==> config.mk <==
export PLATFORM = sky130hd
export DESIGN_NAME = mux4_rr_arbiter_flat
export DESIGN_NICKNAME = d
export VERILOG_FILES = /design/src/rtl/mux4_rr_arbiter_if.sv /design/src/rtl/mux4_rr_arbiter.sv /design/src/flat_wrapper.sv
export SDC_FILE = /design/constraint.sdc
export NUM_CORES = 1
export LEC_CHECK = 0
export CELL_PAD_IN_SITES_DETAIL_PLACEMENT = 1
export CELL_PAD_IN_SITES_GLOBAL_PLACEMENT = 2
export CORE_MARGIN = 5
export CORE_UTILIZATION = 28
export DETAILED_ROUTE_END_ITERATION = 10
export GPL_ROUTABILITY_DRIVEN = 0
export GPL_TIMING_DRIVEN = 0
export PLACE_DENSITY_LB_ADDON = 0.1
export SYNTH_ARGS = -nofsm -noshare
export SYNTH_HDL_FRONTEND = slang
export SYNTH_SLANG_ARGS = --single-unit
==> constraint.sdc <==
create_clock -name clk -period 3.15 [get_ports clk]
set_input_delay 0.63 -clock clk [delete_from_list [all_inputs] [get_ports clk]]
set_output_delay 0.63 -clock clk [all_outputs]
set_load 0.05 [all_outputs]
==> src/rtl/mux4_rr_arbiter_if.sv <==
// mux4_rr_arbiter_if: request/grant and mux-select bundle between requesters and the arbiter
interface mux4_rr_arbiter_if #(parameter int CNT_W = 4);
  logic [3:0] req;
  logic [3:0] gnt;
  logic s1;
  logic s0;
  logic busy;
  logic [CNT_W-1:0] hold_cnt;
  modport master(output req, input gnt, s1, s0, busy, hold_cnt);
  modport slave(input req, output gnt, s1, s0, busy, hold_cnt);
endinterface

==> src/rtl/mux4_rr_arbiter.sv <==
// mux4_rr_arbiter: round-robin owner of a 4-to-1 mux with a per-grant hold limit
module mux4_rr_arbiter #(
  parameter int MAX_HOLD = 8,
  parameter int CNT_W = 4
) (
  input logic clk,
  input logic rst,
  mux4_rr_arbiter_if.slave bus
);
  if (MAX_HOLD < 0 || MAX_HOLD > (1 << CNT_W) - 1) begin : g_bad_max_hold
    $error("MAX_HOLD must lie in 0..2**CNT_W-1");
  end
  typedef enum logic {IDLE, GRANT} state_t;
  localparam logic [CNT_W-1:0] LIM = CNT_W'(MAX_HOLD);
  localparam logic [CNT_W-1:0] TOP = '1;
  state_t state, state_n;
  logic [1:0] last, last_n, sel, sel_n, win;
  logic [3:0] gnt, gnt_n;
  logic [CNT_W-1:0] hold_cnt, hold_n;
  logic keep;
  function automatic logic [1:0] pick(input logic [3:0] r, input logic [1:0] b);
    logic [1:0] i;
    pick = b;
    for (int k = 4; k >= 1; k--) begin
      i = b + 2'(k);
      if (r[i]) pick = i;
    end
  endfunction
  // owner keeps the mux while requesting and under the limit; otherwise re-arbitrate with the owner ranked last
  always_comb begin
    win = pick(bus.req, last);
    keep = state == GRANT && bus.req[last] && (MAX_HOLD == 0 || hold_cnt < LIM);
    state_n = state;
    last_n = last;
    sel_n = sel;
    gnt_n = gnt;
    hold_n = hold_cnt;
    if (keep) begin
      hold_n = (hold_cnt == TOP) ? hold_cnt : hold_cnt + 1'b1;
    end else if (|bus.req) begin
      state_n = GRANT;
      last_n = win;
      sel_n = win;
      gnt_n = 4'b0001 << win;
      hold_n = CNT_W'(1);
    end else begin
      state_n = IDLE;
      gnt_n = '0;
      hold_n = '0;
    end
  end
  // state, pointer and registered outputs; reset leaves requester 0 first in line
  always_ff @(posedge clk) begin
    if (rst) begin
      state <= IDLE;
      last <= 2'd3;
      sel <= 2'd0;
      gnt <= '0;
      hold_cnt <= '0;
    end else begin
      state <= state_n;
      last <= last_n;
      sel <= sel_n;
      gnt <= gnt_n;
      hold_cnt <= hold_n;
    end
  end
  assign bus.gnt = gnt;
  assign bus.s1 = sel[1];
  assign bus.s0 = sel[0];
  assign bus.busy = |gnt;
  assign bus.hold_cnt = hold_cnt;
endmodule

==> src/flat_wrapper.sv <==
// flat-port wrapper written by rule: the top's interface ports become plain ports
module mux4_rr_arbiter_flat 
#(
  parameter int MAX_HOLD = 8,
  parameter int CNT_W = 4
)
  (clk, rst, bus_req, bus_gnt, bus_s1, bus_s0, bus_busy, bus_hold_cnt);
  mux4_rr_arbiter_if #(.CNT_W(CNT_W)) bus_i ();
  input logic clk;
  input logic rst;
  input wire logic [$bits(bus_i.req)-1:0] bus_req;
  output wire logic [$bits(bus_i.gnt)-1:0] bus_gnt;
  output wire logic [$bits(bus_i.s1)-1:0] bus_s1;
  output wire logic [$bits(bus_i.s0)-1:0] bus_s0;
  output wire logic [$bits(bus_i.busy)-1:0] bus_busy;
  output wire logic [$bits(bus_i.hold_cnt)-1:0] bus_hold_cnt;
  assign bus_i.req = bus_req;
  assign bus_gnt = bus_i.gnt;
  assign bus_s1 = bus_i.s1;
  assign bus_s0 = bus_i.s0;
  assign bus_busy = bus_i.busy;
  assign bus_hold_cnt = bus_i.hold_cnt;
  mux4_rr_arbiter #(.MAX_HOLD(MAX_HOLD), .CNT_W(CNT_W)) u_core (.clk(clk), .rst(rst), .bus(bus_i));
endmodule
Word-level counts from Yosys, hierarchy flattened --
Index checks and enable logic that the tools add are counted.
Cells by class: add/sub/neg operators 4, magnitude comparators 5, equal/unequal tests 2, shift operators 1, muxes and demuxes 16, bitwise gates (word level) 1, reductions and logical operators 5
Operators by type and width (count):
- $lt 2x3->1 const B | 4
- $mux 4 | 3
- $bmux 1 s2 | 4
- $reduce_or 4->1 | 2
- $mux 1 | 6
- $mux 2 | 3
- $add 2x2->2 const B | 2
- $add 4x1->4 const B | 1
- $eq 4x4->1 const B | 1
- $lt 4x4->1 const B | 1
- $shl 1x2->4 const A | 1
- $add 2x1->2 const B | 1
- $logic_and 1x1->1 | 2
- $ne 2x2->1 const B | 1
- $reduce_and 2->1 | 1
- $not 1->1 | 1
Word-level totals: bits in registers 13, bits of input ports 6, output and inout port bits 11, logic and storage cells 39

Logic depth before layout (Yosys ltp) --
Gate-level depths: netlist of run 1.
depth after elaboration 8, gate-level depth with buffers 6, gate-level depth less buffers 5

Least setup slack after synthesis of run 1 --
No wires, ideal clock.
kind reg2out, from reg u_core.gnt[3], in the netlist u_core.bus.gnt[3], to out bus_busy, arrival time 1.296 ns, required time 2.520 ns, slack 1.224 ns, cell stages (with the launch flop) 2, path through dfxtp_1 > or4_1
Between the ends: cells in the longest elaborated chain, start to end 1
Ends and longest elaborated chain:
- start, declared | RTL line mux4_rr_arbiter.sv:18 | logic [3:0] gnt, gnt_n;
- start signal, assigned | RTL line mux4_rr_arbiter.sv:64 | gnt <= gnt_n;
- $reduce_or 4->1 | RTL line mux4_rr_arbiter.sv:71 | assign bus.busy = |gnt;
- end, declared | RTL line flat_wrapper.sv:15 | output wire logic [$bits(bus_i.busy)-1:0] bus_busy;
Every way passes these cells.

Worst setup path after layout of run 1 --
Same ends and word-level chain as after synthesis.

==> flow_summary_export.csv, run 1 <==
group,metric,value,unit
pwr,p_leak,0.000346,uW
floorplan,die-width,56.3,um
clock_network,clk_pin_slew,80,ps
worst_setup_path,crit_required,2520,ps
sta,finalHoldViolCount,0,
clock_network,cts_hold_buffers,0,
yosys,synth_top_area_share,0.433,
finish,antenna_cells,0,
sta,fin_worst_skew,4.96,ps
yosys,synth_edf_count,0,
drt,remaining_drc_errors,0,
clock_network,htree_levels,1,
finish,fin_nets,93,
pwr,finalPower,510,uW
placement,pre_cts_slack,887,ps
clock_network,cts_buffer_depth,2,
yosys,avgSynthCellArea,9.24,um2
worst_hold_path,hold_class,"flop to flop",
sta,drv_slew,0,
placement,io_buffers,16,
yosys,yosys.area.top_type,"dfxtp_1",
pwr,pwr-share-comb,0.412,
finish,fillers,241,
floorplan,die_h,56.3,um
finish,drive_gt1_frac,0.0941,
worst_setup_path,end_kind,"output port",
worst_setup_path,crit_path_cell_trace,"or4_1 -> clkdlybuf4s50_1",
global_routing,busiest_layer,"met2",
pwr,power_per_cell_area,621,nW/um2
yosys,ys_seq_area_frac,0.433,
sta,timing.hold.ws,467,ps
sta,rsz0062_at_grt,"false",
sta,setup_tns,0,ps
drt,routed_wl,1.46,mm
worst_setup_path,critPathKind,"flop to output port",
pwr,power_switching_share,0.389,
finish,area_growth,36.7,%
pwr,p_clk_frac,0.205,
global_routing,gr-usage-met1,0.124,
global_routing,track_usage,0.101,
clock_network,cts_tree,"yes",
clock_network,cts_buffers,3,
clock_network,worstSkewPairLatency,270,ps
clock_network,cts.sinks,13,
yosys,syn-num-nets,72,
yosys,ys_ff_latch,13,
job,cap_violations,0,
yosys,synthArstFlopShare,0,
drt,wl_per_cell,13.0,um
yosys,syn_inst,65,
drt,vias_per_cell,4.71,
sta,slew_headroom,0.667,
drt,vias,528,
yosys,netlist_area,601,um2
worst_setup_path,arrival,1830,ps
drt,drtAntennaViolNets,0,
clock_network,root_buffer,"clkbuf_4",
floorplan,ios,17,
global_routing,use_met2,0.165,
worst_setup_path,worst-path-max-fanout,3,
sta,worstMarginPinSlew,494,ps
floorplan,die_area,3170,um2
pwr,p_seq_frac,0.383,
sta,max_clock_freq,0.407,GHz
status,status,"finished clean",
pwr,internal-power,311,uW
global_routing,grt_overflow,0,
sta,fin_ws,693,ps
sta,fin_crit,2460,ps
pwr,peakVddDrop,0.255,mV
pwr,p_sw,198,uW
global_routing,use_met3,0.0229,
placement,dpl.hpwl,1.14,mm
worst_setup_path,cp-start-kind,"flop",
worst_setup_path,cp_slowest_cell,"clkdlybuf4s50_1",
sta,setup_viol,0,
drt,firstDrtPassIters,2,
yosys,synth_top_flop_cell,"dfxtp_1",
global_routing,grt_pass1_wl,2.55,mm
floorplan,core_area,2000,um2
drt,drt_first_iter_violations,1,
floorplan,rows,16,
yosys,yosys-top-cells-area,"dfxtp_1 (43%), mux2i_1 (5.0%), nand3b_1 (5.0%)",
global_routing,grt_max_degree,11,
clock_network,cts_setup_buffers,0,
clock_network,cts_resized,0,
sta,period_share,0.780,
yosys,yosysWarningCount,0,
global_routing,antenna_found_initial,0,
worst_setup_path,max_stage_delay,710,ps
yosys,synth_cell_types,33,
global_routing,grt_pass1_vias,542,
floorplan,start_util,0.300,
## layer usage
| layer | wire (um) | up-vias |
|---|---|---|
| li1 | - | 274 |
| met1 | 664 | 246 |
| met2 | 733 | 6 |
| met3 | 48 | 2 |
| met4 | 10 | 0 |
| met5 | 0 | - |
## power groups by stage
| stage | clock network (uW) | registers [uW] | logic (uW) |
|---|---|---|---|
| floorplan | 0 | 246 | 99.2 |
| global placement | 0 | 199 | 211 |
| detailed placement | 0 | 200 | 214 |
| CTS | 108 | 196 | 214 |
| global route | 117 | 198 | 228 |
| finish | 105 | 195 | 210 |
## synth_stat cells (2+ instances only)
library cell,n
nand2_1,4
nor2_1,7
mux2i_1,3
inv_1,3
nand3b_1,4
dfxtp_1,13
and2_1,2
nor3_1,2
a21oi_1,3
## sequential cells by signal, summed over array words and instances (netlist names)
register and cells:
u_core.sel 2, u_core.last 2, u_core.state 1, u_core.bus.gnt 4, u_core.bus.hold_cnt 4
## final timing paths
kind,from,to,slack (ps),cells past startpoint
worst max-delay path,u_core.bus.gnt[3]$_SDFFE_PP0N_,bus_busy,690,2
worst min-delay path,u_core.sel[1]$_SDFFE_PP0P_,u_core.sel[1]$_SDFFE_PP0P_,470,2
worst max register to register,u_core.last[1]$_SDFFE_PP1P_,u_core.bus.gnt[0]$_SDFFE_PP0N_,1520,6
worst min register to register,u_core.sel[1]$_SDFFE_PP0P_,u_core.sel[1]$_SDFFE_PP0P_,470,2
## layout make-up
type / count / area (um2) / share of cell area
Inverter: 3 / 11.3 / 0.0137
Multi-Input combinational cell: 47 / 313 / 0.381
Timing Repair Buffer: 16 / 160 / 0.195
Buffer: 2 / 16.3 / 0.0198
Clock buffer: 4 / 26.3 / 0.0320
Sequential cell: 13 / 260 / 0.317
Tap cell: 27 / 33.8 / 0.0412
## critical path, delay by kind of cell, from the launching register on
family	cells	cell delay [ps]
DFF	1	330
and+or+nand+nor	1	510
buffers and inverters	1	710
## per-stage QoR
step,area (um2),util,cells
6_report,821,0.410,112
5_1_grt,821,0.410,112
4_1_cts,821,0.410,112
3_5_place_dp,795,0.397,108
3_3_place_gp,795,0.397,108
2_1_floorplan,601,-,65
## placed cells by master, fill, tap and decap left out, drive strengths merged
cell type	synthesis	routed
a32o	1	1
nand3	1	1
a21boi	1	1
a221o	1	1
nand2	4	4
mux2i	3	3
nand2b	1	1
nor2	8	8
o21bai	1	1
a31oi	1	1
xor2	1	1
and4	1	1
or4	1	1
a21oi	3	3
o31ai	1	1
inv	3	3
a22o	1	1
nor2b	1	1
nor3	2	2
nor4	1	1
nand3b	4	4
dfxtp	13	13
or3b	1	1
and2	2	2
clkdlybuf4s50	0	16
or2	1	1
clkbuf	1	5
and2b	1	1
buf	1	1
o21ai	1	1
o22ai	2	2
ha	1	1
## logic make-up after synthesis
family | synth area share
compound gates | 0.160
flops | 0.433
xor+xnor | 0.0146
simple gates | 0.275
fa+ha+maj | 0.0208
buf+inv | 0.0458
mux | 0.0500
Note: power is estimated with default switching activity, not from simulation.
==> run 2, diff against run 1 <==
--- a/config.mk
+++ b/config.mk
@@ -8,7 +8,7 @@
 export CELL_PAD_IN_SITES_DETAIL_PLACEMENT = 1
 export CELL_PAD_IN_SITES_GLOBAL_PLACEMENT = 2
 export CORE_MARGIN = 5
-export CORE_UTILIZATION = 28
+export CORE_UTILIZATION = 23
 export DETAILED_ROUTE_END_ITERATION = 10
 export GPL_ROUTABILITY_DRIVEN = 0
 export GPL_TIMING_DRIVEN = 0
==> constraint.sdc (replaced) <==
create_clock -name clk -period 2.2 [get_ports clk]
set_input_delay 0.44 -clock clk [delete_from_list [all_inputs] [get_ports clk]]
set_output_delay 0.44 -clock clk [all_outputs]
set_load 0.05 [all_outputs]
==> run 2 against run 1 <==
Against the previous run:
- setup slack got worse by 480 ps
- critical endpoint unchanged
- routed wire length rose by 0.27%
- worst hold slack improved by 1.5 ps
- critical path type unchanged
==> flow_summary_export.csv, run 2 (synthesis results as in run 1) <==
group,metric,value,unit
worst_setup_path,reg2reg_depth,6,
finish,fillers,309,
worst_setup_path,critPathKind,"flop to output port",
global_routing,grt_overflow,0,
pwr,power_per_cell_area,877,nW/um2
finish,area_growth,37.1,%
clock_network,htree_levels,1,
worst_setup_path,critPathBufInv,1,
worst_setup_path,rrSetupSlack,550,ps
clock_network,cts_tree,"yes",
placement,io_buffers,16,
worst_setup_path,crit_path_cell_trace,"or4_1 -> dlygate4sd2_1",
worst_hold_path,hold_class,"flop to flop",
finish,largestRegisters,"u_core.bus.gnt x4, u_core.bus.hold_cnt x4",
drt,vias_per_cell,4.68,
drt,wl_per_cell,12.7,um
worst_setup_path,max_stage_delay,510,ps
sta,period_share,0.902,
worst_setup_path,cp_slowest_cell,"or4_1",
global_routing,grt_max_degree,11,
drt,drtAntennaViolNets,0,
floorplan,die-width,61.1,um
sta,timing.hold.ws,469,ps
floorplan,rows,18,
drt,vias,538,
global_routing,grt_pass1_wl,2.48,mm
sta,finalHoldViolCount,0,
worst_hold_path,holdPathEnd,"u_core.sel[1]$_SDFFE_PP0P_",
global_routing,grt_pass1_vias,575,
sta,slew_headroom,0.660,
sta,setup_viol,0,
sta,fin_ws,216,ps
sta,rsz0062_at_grt,"false",
finish,multiInputGateArea,313,um2
clock_network,clk_pin_slew,80,ps
sta,worstMarginPinSlew,508,ps
global_routing,track_usage,0.0869,
floorplan,start_util,0.242,
worst_setup_path,cp-start-kind,"flop",
clock_network,worstSkewPairLatency,270,ps
clock_network,cts_buffers,3,
worst_hold_path,holdPathStages,2,
finish,fin_util,0.332,
worst_setup_path,arrival,1540,ps
drt,remaining_drc_errors,0,
worst_setup_path,worst-path-max-fanout,3,
drt,drt_first_iter_violations,21,
sta,drv_slew,0,
floorplan,ios,17,
drt,firstDrtPassIters,4,
drt,routed_wl,1.46,mm
sta,max_clock_freq,0.504,GHz
floorplan,die_h,61.1,um
pwr,peakVddDrop,0.416,mV
floorplan,die_area,3730,um2
clock_network,cts_buffer_depth,2,
finish,fin_nets,93,
clock_network,cts.sinks,13,
pwr,finalPower,722,uW
finish,drive_gt1_frac,0.0941,
sta,fin_crit,1980,ps
finish,antenna_cells,0,
status,status,"finished clean",
worst_setup_path,rr_startpoint,"u_core.last[1]$_SDFFE_PP1P_",
finish,ff_latch_area,260,um2
pwr,p_leak,0.000348,uW
finish,layout_common_cells,"clkdlybuf4s50_1 (15), dfxtp_1 (13), nor2_1 (7), nand3b_1 (4), nand2_1 (4)",
placement,dpl.hpwl,1.10,mm
worst_setup_path,end_kind,"output port",
placement,pre_cts_slack,100,ps
finish,final_common_cell,"clkdlybuf4s50_1",
sta,fin_worst_skew,1.83,ps
worst_setup_path,crit_required,1760,ps
floorplan,core_area,2480,um2
sta,setup_tns,0,ps
worst_setup_path,path_delay_family,"simple AND/OR/NAND/NOR gates",
worst_hold_path,hold_start,"u_core.sel[1]$_SDFFE_PP0P_",
clock_network,cts_setup_buffers,0,
clock_network,root_buffer,"clkbuf_4",
worst_setup_path,worstReg2RegEnd,"u_core.bus.gnt[0]$_SDFFE_PP0N_",
global_routing,antenna_found_initial,0,
job,cap_violations,0,
-- run 2: tightest hold or removal path, stage by stage, from the launching register on --
cell	delay (ps)
dfxtp_1	320
nand2_1	50
a21oi_1	60
-- run 2: report_power, final --
part / internal [uW] / switching, uW
sequential: 263 / 16.2
combinational: 107 / 189
clock: 70.2 / 76.6
-- run 2: how the worst max path moves through the flow --
stage                                              start                              to  slack, ps  depth (start not counted)
after detailed placement                      bus_req[3]  u_core.bus.gnt[0]$_SDFFE_PP0N_        100                          6
final                     u_core.bus.gnt[3]$_SDFFE_PP0N_                        bus_busy        220                          2
after global routing      u_core.bus.gnt[3]$_SDFFE_PP0N_                        bus_busy        140                          2
after CTS                 u_core.bus.gnt[3]$_SDFFE_PP0N_                        bus_busy        190                          2
after floorplan           u_core.bus.gnt[3]$_SDFFE_PP0N_                        bus_busy        460                          1
after global placement                        bus_req[3]  u_core.bus.gnt[0]$_SDFFE_PP0N_         90                          6
-- run 2: final cells by class --
class,instances,share of cell area
multi-input cells,47,0.380
plain buffers,2,0.0198
inverters,3,0.0137
flip-flops and latches,13,0.316
well taps,30,0.0456
repair buffers,16,0.193
clock buffers,4,0.0319
-- run 2: per-stage QoR --
step | instances | instance area [um2]
finish | 115 | 823
global route | 115 | 823
CTS | 115 | 823
detailed placement | 111 | 798
global placement | 111 | 798
floorplan | 65 | 601
-- run 2: repair_timing --
action / in CTS / in global routing
resized for setup: 1 / 0
endpoints found under the hold margin: 0 / 0
setup endpoints to repair: 1 / 0
hold buffers: 0 / 0
-- run 2: layer usage --
layer / part of all wire / up-vias / global-route usage
met2: 0.43 / 12 / 0.128
met1: 0.51 / 253 / 0.120
met4: 0.012 / 0 / 0.0372
met5: 0 / - / 0
li1: - / 271 / -
met3: 0.047 / 2 / 0.0210
==> run 3, diff against run 2 <==
--- a/config.mk
+++ b/config.mk
@@ -13,6 +13,7 @@
 export GPL_ROUTABILITY_DRIVEN = 0
 export GPL_TIMING_DRIVEN = 0
 export PLACE_DENSITY_LB_ADDON = 0.1
+export SKIP_LAST_GASP = 1
 export SYNTH_ARGS = -nofsm -noshare
 export SYNTH_HDL_FRONTEND = slang
 export SYNTH_SLANG_ARGS = --single-unit
==> results of run 3 <==
Same layout as run 2: the final DEF is identical, and so are final timing and power.
